$ cat src/rtl/s27_pkg.sv
// s27_pkg: shared state type and next-state function for the s27 channel FSM.
package s27_pkg;
  localparam int STATE_W = 3;
  typedef struct packed {
    logic s0;
    logic s1;
    logic s2;
  } s27_state_t;
  typedef struct packed {
    s27_state_t state;
    logic n16;
  } s27_next_t;
  function automatic s27_next_t s27_next(input s27_state_t s, input logic g0, g1, g2, g3);
    logic a, n16;
    a = s.s1 & ~g0;
    n16 = ~((g1 | s.s0) & ~a) & ~(~a & ~g3) & ~s.s2;
    return '{state: '{s0: ~g2 & (g1 | s.s0), s1: n16, s2: g0 & ~n16}, n16: n16};
  endfunction
endpackage

$ cat src/rtl/s27_core.sv
// s27_core: one s27 channel with enable, saturating G17-toggle counter and,
// when S27_SCAN_EN is defined, a scan shift path through its three state flops.
module s27_core
  import s27_pkg::*;
#(
  parameter int CNT_W = 8
) (
  input  logic clk_net,
  input  logic reset_net,
  input  logic en,
  input  logic g0,
  input  logic g1,
  input  logic g2,
  input  logic g3,
  input  logic cnt_clr,
`ifdef S27_SCAN_EN
  input  logic scan_en,
  input  logic scan_in,
  output logic scan_out,
`endif
  output logic g17,
  output logic [STATE_W-1:0] state,
  output logic [CNT_W-1:0] cnt
);
  s27_state_t st;
  s27_next_t nx;
  logic g17_prev, cnt_hold;
  assign nx = s27_next(st, g0, g1, g2, g3);
  assign g17 = ~nx.n16;
  assign state = {st.s2, st.s1, st.s0};
`ifdef S27_SCAN_EN
  assign scan_out = st.s2;
  assign cnt_hold = scan_en;
`else
  assign cnt_hold = 1'b0;
`endif
  // g17_prev tracks every cycle so a change seen while disabled is not counted later
  always_ff @(posedge clk_net) begin
    if (!reset_net) begin
      st <= '0;
      g17_prev <= 1'b1;
      cnt <= '0;
    end else begin
      g17_prev <= g17;
`ifdef S27_SCAN_EN
      if (scan_en) st <= '{s0: scan_in, s1: st.s0, s2: st.s1};
      else if (en) st <= nx.state;
`else
      if (en) st <= nx.state;
`endif
      if (cnt_clr) cnt <= '0;
      else if (en && !cnt_hold && g17 != g17_prev && cnt != '1) cnt <= cnt + CNT_W'(1);
    end
  end
endmodule

$ cat src/rtl/s27_array.sv
// s27_array: N_CH independent s27 channels with optional registered G17;
// defining S27_SCAN_EN adds one scan chain ch0.S0 -> ... -> ch(N_CH-1).S2.
module s27_array
  import s27_pkg::*;
#(
  parameter int N_CH = 4,
  parameter int CNT_W = 8,
  parameter int PIPE_OUT = 1
) (
  input  logic clk_net,
  input  logic reset_net,
  input  logic [N_CH-1:0] en,
  input  logic [N_CH-1:0] G0,
  input  logic [N_CH-1:0] G1,
  input  logic [N_CH-1:0] G2,
  input  logic [N_CH-1:0] G3,
  input  logic cnt_clr,
`ifdef S27_SCAN_EN
  input  logic scan_en,
  input  logic scan_in,
  output logic scan_out,
`endif
  output logic [N_CH-1:0] G17,
  output logic [STATE_W*N_CH-1:0] state_q,
  output logic [CNT_W*N_CH-1:0] toggle_cnt
);
  logic [N_CH-1:0] g17_c;
`ifdef S27_SCAN_EN
  logic [N_CH:0] chain;
  assign chain[0] = scan_in;
  assign scan_out = chain[N_CH];
`endif
  for (genvar c = 0; c < N_CH; c++) begin : g_ch
    s27_core #(.CNT_W(CNT_W)) u_core (
      .clk_net(clk_net),
      .reset_net(reset_net),
      .en(en[c]),
      .g0(G0[c]),
      .g1(G1[c]),
      .g2(G2[c]),
      .g3(G3[c]),
      .cnt_clr(cnt_clr),
`ifdef S27_SCAN_EN
      .scan_en(scan_en),
      .scan_in(chain[c]),
      .scan_out(chain[c+1]),
`endif
      .g17(g17_c[c]),
      .state(state_q[STATE_W*c +: STATE_W]),
      .cnt(toggle_cnt[CNT_W*c +: CNT_W])
    );
  end
  // reset value 1 equals the combinational G17 of state 000 with all inputs 0
  if (PIPE_OUT != 0) begin : g_pipe
    always_ff @(posedge clk_net) G17 <= !reset_net ? '1 : g17_c;
  end else begin : g_comb
    assign G17 = g17_c;
  end
endmodule

$ cat config.mk
export PLATFORM = sky130hd
export DESIGN_NAME = s27_array
export DESIGN_NICKNAME = d
export VERILOG_FILES = /design/src/rtl/s27_pkg.sv /design/src/rtl/s27_core.sv /design/src/rtl/s27_array.sv
export SDC_FILE = /design/constraint.sdc
export NUM_CORES = 1
export LEC_CHECK = 0
export ABC_CLOCK_PERIOD_IN_PS = 2300
export CORE_MARGIN = 4
export CORE_UTILIZATION = 48
export DETAILED_ROUTE_END_ITERATION = 12
export PLACE_DENSITY = 0.9
export SLEW_MARGIN = 20
export SYNTH_ARGS = -nofsm -noshare
export SYNTH_HDL_FRONTEND = slang
export SYNTH_HIERARCHICAL = 1
export SYNTH_SLANG_ARGS = --single-unit
$ cat constraint.sdc
create_clock -name clk_net -period 2.3 [get_ports clk_net]
set_input_delay 0.23 -clock clk_net [delete_from_list [all_inputs] [get_ports clk_net]]
set_output_delay 0.23 -clock clk_net [all_outputs]
set_load 0.05 [all_outputs]
==> key figures, run 1 <==
Global route
  • Total congestion overflow: 0
  • First-pass GRT wire length: between 9 and 10 mm
  • Largest net degree at the start of global routing: 16
  • Vias in the first global route: approximately 2300
  • Initial antenna violation count: 0
  • Total GRT Usage: 0.1883

Pwr
  • P per Cell Area: just over 500 mW/mm2
  • Clk network pwr share: 0.302
  • Leak: about 1.2 nW
  • Logic pwr share: 0.165
  • Switch Pwr: 0.4698 mW
  • Sw Ratio: 0.2668
  • Sequential share of power: 0.533
  • Worst vdd ir: between 0.2 and 0.3 mV
  • Cell-internal power: about 1.3 mW

Clocking
  • CTS Root Cell: clkbuf_8
  • CTS clk-pin slew, worst paths: 90 ps
  • Worst skew pair latency: ~300 ps
  • Post-cts resize count: 0
  • CTS Buf Count: 5
  • CTS Sinks: 52
  • Hold Buf Count CTS: 0
  • Postcts setup bufs: 0
  • TritonCTS clock tree: yes
  • H-tree levels: 2
  • Maximum clock insertion buffer count: 2

Synthesis
  • Synth top area cells: dfxtp_1 41%, a21oi_1 4.7%, nand2_1 4.1%, and3_1 3.9%, nand2b_1 3.9%
  • Post-synth top area share: 0.4094
  • Yosys warning total: 6
  • Distinct cell type count after synthesis: 27
  • Post-synthesis sequential area ratio: 0.4094
  • Synth Net Count: between 300 and 400
  • Syn Inst Count: between 200 and 300
  • Avg Cell Area, Syn: about 8.7 um2
  • Area of the mapped netlist: roughly 0.0025 mm2
  • Synthesis-stage register bit count: 52
  • Largest area contributor in the netlist: dfxtp_1

Timing
  • Pins over their slew limit: 0
  • Final Hold Fails: 0
  • Slew at the pin with the worst max-slew slack: between 500 and 600 ps
  • Max Freq: approximately 510 MHz
  • Final worst slack: 349.6 ps
  • Layout Skew: approximately 6.7 ps
  • Slew headroom: 0.6459
  • Min Clock Period, post-route: 1950 ps
  • RSZ-0062 raised after global routing: false
  • Setup_tns: 0 ps
  • Crit share post-route: 0.8480
  • Final setup violation count: 0

Setup path
  • Worst Setup Start Kind: primary input
  • Crit end category: register
  • CP max FO: 13
  • Worst Setup Path Type: in2reg
  • Critical Path RT: approximately 2500 ps
  • Terminus of the critical flop-to-flop path: g_ch[3].u_core/cnt[3]
  • Data arrival time of the worst path: 2190 ps
  • Setup slack, reg-to-reg: approximately 380 ps
  • Reg2reg path depth: 6
  • Reg2Reg Launch Point: g_ch[3].u_core/state[0]

Placement
  • Setup slack at placement: around 27 ps
  • Placer Congestion: 0.8321
  • DP Cell Count: 430
  • Buffers on Ports: 70
  • HPWL Detailed: around 4.6 mm

Drt
  • Via Count: between 2000 and 2500
  • Routed WL: approximately 6.2 mm
  • Initial DRT Pass Iterations: 4
  • Number of DRC markers in iteration 0: approximately 110
  • Vias/cell: approximately 5.6
  • Post-route DRC: 0
  • Drt wl/cell: approximately 14 um
  • DRT antenna net count: 0

Final layout
  • Finished Layout Cells: 438
  • Share of cells above drive strength 1: 0.08152
  • Ant. Diodes: 0
  • FILL cells: around 400
  • Area Growth Syn to Fin: 35.63%
  • Nets: ~390

Floorplan
  • CORE AREA: between 0.005 and 0.006 mm2
  • Die area: about 0.0065 mm2
  • Die Ht: ~80 um
  • Starting Density: 0.4978
  • DIE WIDTH: roughly 81 um
  • I/O pins: just over 70
  • Std-Cell Rows: 26

Job
  • Max_cap viols: 0

Worst hold path
  • Min-delay src: g_ch[1].u_core/cnt[4]
  • WHS Path Cells: 1
  • Worst Hold Path EP: g_ch[1].u_core/cnt[4]
  • Worst hold path type: reg2reg

Status
  • Run status: finished clean
==> worst max-delay path, cell delays in order <==
cell	delay, ps
clkdlybuf4s50_1	470
or3b_4	390
a21oi_4	200
mux2i_1	100
buf_4	180
or4_1	470
a21oi_1	140
==> sequential cells by signal (all words and copies together) (netlist names) <==
register / count
g_ch.u_core/cnt: 32
g_ch.u_core/state: 12
G17: 4
g_ch.u_core/g17_prev: 4
==> metal layers <==
layer | up-vias | share of wire | GRT usage
met5 | - | 0 | 0
met4 | 0 | 0.012 | 0.05912
met3 | 8 | 0.063 | 0.05876
met2 | 70 | 0.47 | 0.3228
met1 | 1167 | 0.45 | 0.2249
li1 | 1224 | - | -
==> stage by stage <==
stage / utilization / power [mW] / hold slack (ps) / area, um2
finish: 0.6752 / 1.761 / 495.9 / 3448
global route: 0.6752 / 1.833 / 520.0 / 3448
CTS: 0.6752 / 1.780 / 494.4 / 3448
detailed placement: 0.6570 / 1.251 / 482.2 / 3356
global placement: 0.6570 / 1.241 / 475.6 / 3356
floorplan: - / 1.133 / 291.9 / 2542
==> cell families after synthesis <==
family / after synthesis / synth area share
AND/OR/NAND/NOR: 116 / 0.2559
AO/OA/AOI/OAI: 76 / 0.2165
flip-flops: 52 / 0.4094
buffers and inverters: 32 / 0.04921
multiplexers: 12 / 0.04921
adder cells (fa/ha/maj): 4 / 0.01969
==> worst max-delay path by stage <==
stage,start,to,slack [ps],cells past startpoint
after floorplan,g_ch[0].u_core/cnt[0],g_ch[0].u_core/cnt[5],300,6
after global placement,G3[3],g_ch[3].u_core/cnt[3],80,7
after detailed placement,G3[0],g_ch[0].u_core/cnt[3],30,7
after CTS,G3[0],g_ch[0].u_core/cnt[3],360,7
after global routing,g_ch[2].u_core/state[0],g_ch[2].u_core/cnt[3],260,6
final,G3[0],g_ch[0].u_core/cnt[3],350,7
==> placed cells by master (no fill, tap or decap), drive strengths merged <==
cell type       n
ha              4
clkinv          2
o211ai          4
inv            20
nand3          12
buf            10
o31ai          12
o22ai           4
and2            4
a21oi          28
nor2            8
a211oi          8
o311ai          8
nor4            4
and3           16
or3b            4
dfxtp          52
clkdlybuf4s50  70
o41ai           8
nand2b         16
mux2            4
mux2i           8
or4             8
or3             4
nand2          28
nor2b          12
clkbuf          6
o21ai           4
==> layout make-up <==
| type | instances | area (um2) | area share |
|---|---|---|---|
| Tap cell | 70 | 87.58 | 0.02540 |
| Clock inverter | 2 | 10.01 | 0.002903 |
| Sequential cell | 52 | 1041 | 0.3019 |
| Clock buffer | 6 | 82.58 | 0.02395 |
| Multi-Input combinational cell | 208 | 1376 | 0.3991 |
| Inverter | 20 | 75.07 | 0.02177 |
| Timing Repair Buffer | 80 | 775.7 | 0.2250 |
==> power by group through the flow <==
stage	combinational, mW	sequential [mW]	clock [mW]
after floorplan	0.115	1.02	0
after global placement	0.283	0.959	0
after detailed placement	0.291	0.960	0
after CTS	0.292	0.939	0.549
after global routing	0.311	0.942	0.580
final	0.291	0.939	0.531
==> cell usage after synthesis (all sizes together) <==
| cell | n |
|---|---|
| o311ai | 8 |
| o211ai | 4 |
| clkbuf | 8 |
| o41ai | 8 |
| and3 | 16 |
| a21oi | 28 |
| or4 | 8 |
| nand2b | 16 |
| nand2 | 28 |
| inv | 20 |
| or3b | 4 |
| nand3 | 12 |
| nor2 | 8 |
| a211oi | 8 |
| ha | 4 |
| mux2i | 8 |
| mux2 | 4 |
| or3 | 4 |
| and2 | 4 |
| o22ai | 4 |
| dfxtp | 52 |
| o31ai | 12 |
| nor2b | 12 |
| buf | 4 |
| o21ai | 4 |
| nor4 | 4 |
Power figures use the tool's default switching activity.
==> run 2: changes to the inputs <==
ABC_CLOCK_PERIOD_IN_PS = 1560   (was 2300)
CORE_UTILIZATION = 43   (was 48)
PLACE_DENSITY = 0.86   (was 0.9)
clock period = 1.56 ns   (was 2.3 ns; I/O delays follow)
==> key figures, run 2 (synthesis results as in run 1) <==
Placement
  • Buffers on Ports: 70 (unchanged)
  • HPWL Detailed: 5.729 mm (was 4.595 mm)
  • Setup slack at placement: -551.2 ps (was 27.17 ps)
  • Area of placed instances: 0.003956 mm2 (was 0.003356 mm2)
  • DP Cell Count: 492 (was 430)
  • Placer Congestion: 0.8157 (was 0.8321)

Floorplan
  • Std-Cell Rows: 27 (was 26)
  • DIE WIDTH: 84.90 um (was 80.78 um)
  • Die Ht: 84.90 um (was 80.78 um)
  • CORE AREA: 0.005608 mm2 (was 0.005107 mm2)
  • Die area: 0.007207 mm2 (was 0.006525 mm2)
  • I/O pins: 71 (unchanged)
  • Starting Density: 0.4534 (was 0.4978)

Pwr
  • P per Cell Area: 663.7 mW/mm2 (was 510.6 mW/mm2)
  • Leak: 1.735 nW (was 1.227 nW)
  • Worst vdd ir: 0.4808 mV (was 0.2809 mV)
  • Tot Pwr: 2.971 mW (was 1.761 mW)

Status
  • Run status: finished, violations left (was finished clean)
  • Failing checks: negative setup slack

Setup path
  • CP max FO: 5 (was 13)
  • Data arrival time of the worst path: 2080 ps (was 2190 ps)
  • Critical Path RT: 1800 ps (was 2540 ps)
  • Worst Setup Path Type: reg2reg (was in2reg)
  • Worst Setup Start Kind: register (was primary input)
  • Crit end category: register (unchanged)

Clocking
  • Worst skew pair latency: 300 ps (about the same)
  • TritonCTS clock tree: yes (unchanged)
  • H-tree levels: 2 (unchanged)
  • Hold Buf Count CTS: 0 (unchanged)
  • Maximum clock insertion buffer count: 2 (unchanged)
  • CTS Root Cell: clkbuf_8 (unchanged)
  • CTS clk-pin slew, worst paths: 100 ps (was 90 ps)
  • CTS Buf Count: 5 (unchanged)
  • CTS Sinks: 52 (unchanged)

Final layout
  • Max reg flops: 32 (unchanged)
  • Multi-input gate area: 0.001805 mm2 (was 0.001376 mm2)
  • FF+latch area: 0.001136 mm2 (was 0.001041 mm2)
  • Post-layout instance area: 0.004477 mm2 (was 0.003448 mm2)
  • Final core occ: 0.7983 (was 0.6752)
  • FILL cells: 369 (was 411)
  • Share of cells above drive strength 1: 0.5411 (was 0.08152)
  • Area Growth Syn to Fin: 76.08% (was 35.63%)
  • Ant. Diodes: 0 (unchanged)
  • Finished Layout Cells: 510 (was 438)
  • Commonest non-fill, non-tap cell in the layout: buf_4 (was clkdlybuf4s50_1)
  • Nets: 464 (was 394)
  • Reg with most FFs: g_ch.u_core/cnt (unchanged)
  • Most frequent cells in the layout: 116 x buf_4, 28 x nand2_1, 24 x dfxtp_1, 24 x dfxtp_4, 22 x clkdlybuf4s50_1 (was 70 x clkdlybuf4s50_1, 52 x dfxtp_1, 28 x nand2_1)

Timing
  • Min Clock Period, post-route: roughly 1800 ps
  • RSZ-0062 raised after global routing: true (was false)
  • Pins over their slew limit: 0 (unchanged)
  • Crit share post-route: 1.180
  • Layout Skew: 8.518 ps (was 6.660 ps)
  • Final Hold Fails: 0 (unchanged)
  • Slew at the pin with the worst max-slew slack: 483.0 ps (was 529.5 ps)
  • Final setup violation count: 32 (was 0)
  • Final worst slack: -280.1 ps (was 349.6 ps)
  • Max Freq: 543.4 MHz
  • Setup_tns: -5306 ps (was 0 ps)
  • Slew headroom: 0.6773 (was 0.6459)
  • WHS: 478.5 ps (was 495.9 ps)

Drt
  • Initial DRT Pass Iterations: 4 (unchanged)
  • Routed WL: 8.460 mm (was 6.161 mm)
  • Number of DRC markers in iteration 0: 115 (was 107)
  • Post-route DRC: 0 (unchanged)
  • Via Count: 2854 (was 2469)
  • Vias/cell: 5.596 (was 5.637)
  • DRT antenna net count: 0 (unchanged)
  • Drt wl/cell: 16.59 um (was 14.07 um)

Global route
  • Initial antenna violation count: 0 (unchanged)
  • Vias in the first global route: 2940 (was 2278)
  • Total GRT Usage: 0.2241 (was 0.1883)
  • Largest net degree at the start of global routing: 16 (unchanged)
  • First-pass GRT wire length: 13.41 mm (was 9.853 mm)
  • Total congestion overflow: 0 (unchanged)

Worst hold path
  • Worst hold path type: in2reg (was reg2reg)

Job
  • Max_cap viols: 0 (unchanged)
-- run 2: cell types whose count changed in the layout (fill, tap and decap cells not counted), moves of 15 or more --
cell and change:
buf_4 +106, clkdlybuf4s50_1 -48, dfxtp_1 -28, and3_4 +15, and3_1 -15, dfxtp_4 +24
-- run 2: metal layers --
layer	share of wire	routed length [um]	vias to the layer above	GRT usage
met5	0	0	-	0
met4	0.017	147	0	0.07482
met3	0.054	461	14	0.04660
met2	0.54	4544	110	0.4214
met1	0.39	3307	1372	0.2488
li1	-	-	1358	-
-- run 2: cell type report --
type                       count  area share
tap                           72     0.02012
timing repair buffer         150      0.2778
clock inverter                 1    0.006708
multi-input combinational    208      0.4033
sequential                    52      0.2538
clock buffer                   7     0.02152
inverter                      20     0.01677
-- run 2: worst max-delay path: stages (launching register included) --
cell	delay, ps
dfxtp_4	370
or3b_4	380
a21oi_4	180
mux2i_2	100
buf_4	180
or4_4	420
a21oi_2	160
-- run 2: path summary, 6_finish.rpt --
check	cells after the start	from	slack [ps]	endpoint
setup / recovery	6	g_ch[2].u_core/state[0]	-280	g_ch[2].u_core/cnt[5]
hold / removal	4	G2[3]	480	g_ch[3].u_core/state[0]
setup reg to reg	6	g_ch[2].u_core/state[0]	-280	g_ch[2].u_core/cnt[5]
hold reg to reg	1	g_ch[0].u_core/cnt[6]	530	g_ch[0].u_core/cnt[6]
-- run 2: where the power goes --
part,switching [mW],internal [mW]
logic,0.311,0.289
registers,0.0249,1.32
clock network,0.455,0.567
total,0.790,2.18
-- run 2: repair_timing --
action | in CTS | in global routing
buffers inserted | 8 | 2
pin swaps | 8 | 7
setup endpoints to repair | 32 | 34
cloned | 2 | 0
gates resized for setup | 38 | 24
==> run 3: changes to the inputs <==
SLEW_MARGIN = 0   (was 20)
==> results of run 3 <==
Final layout, timing and power as in run 2 (identical DEF).
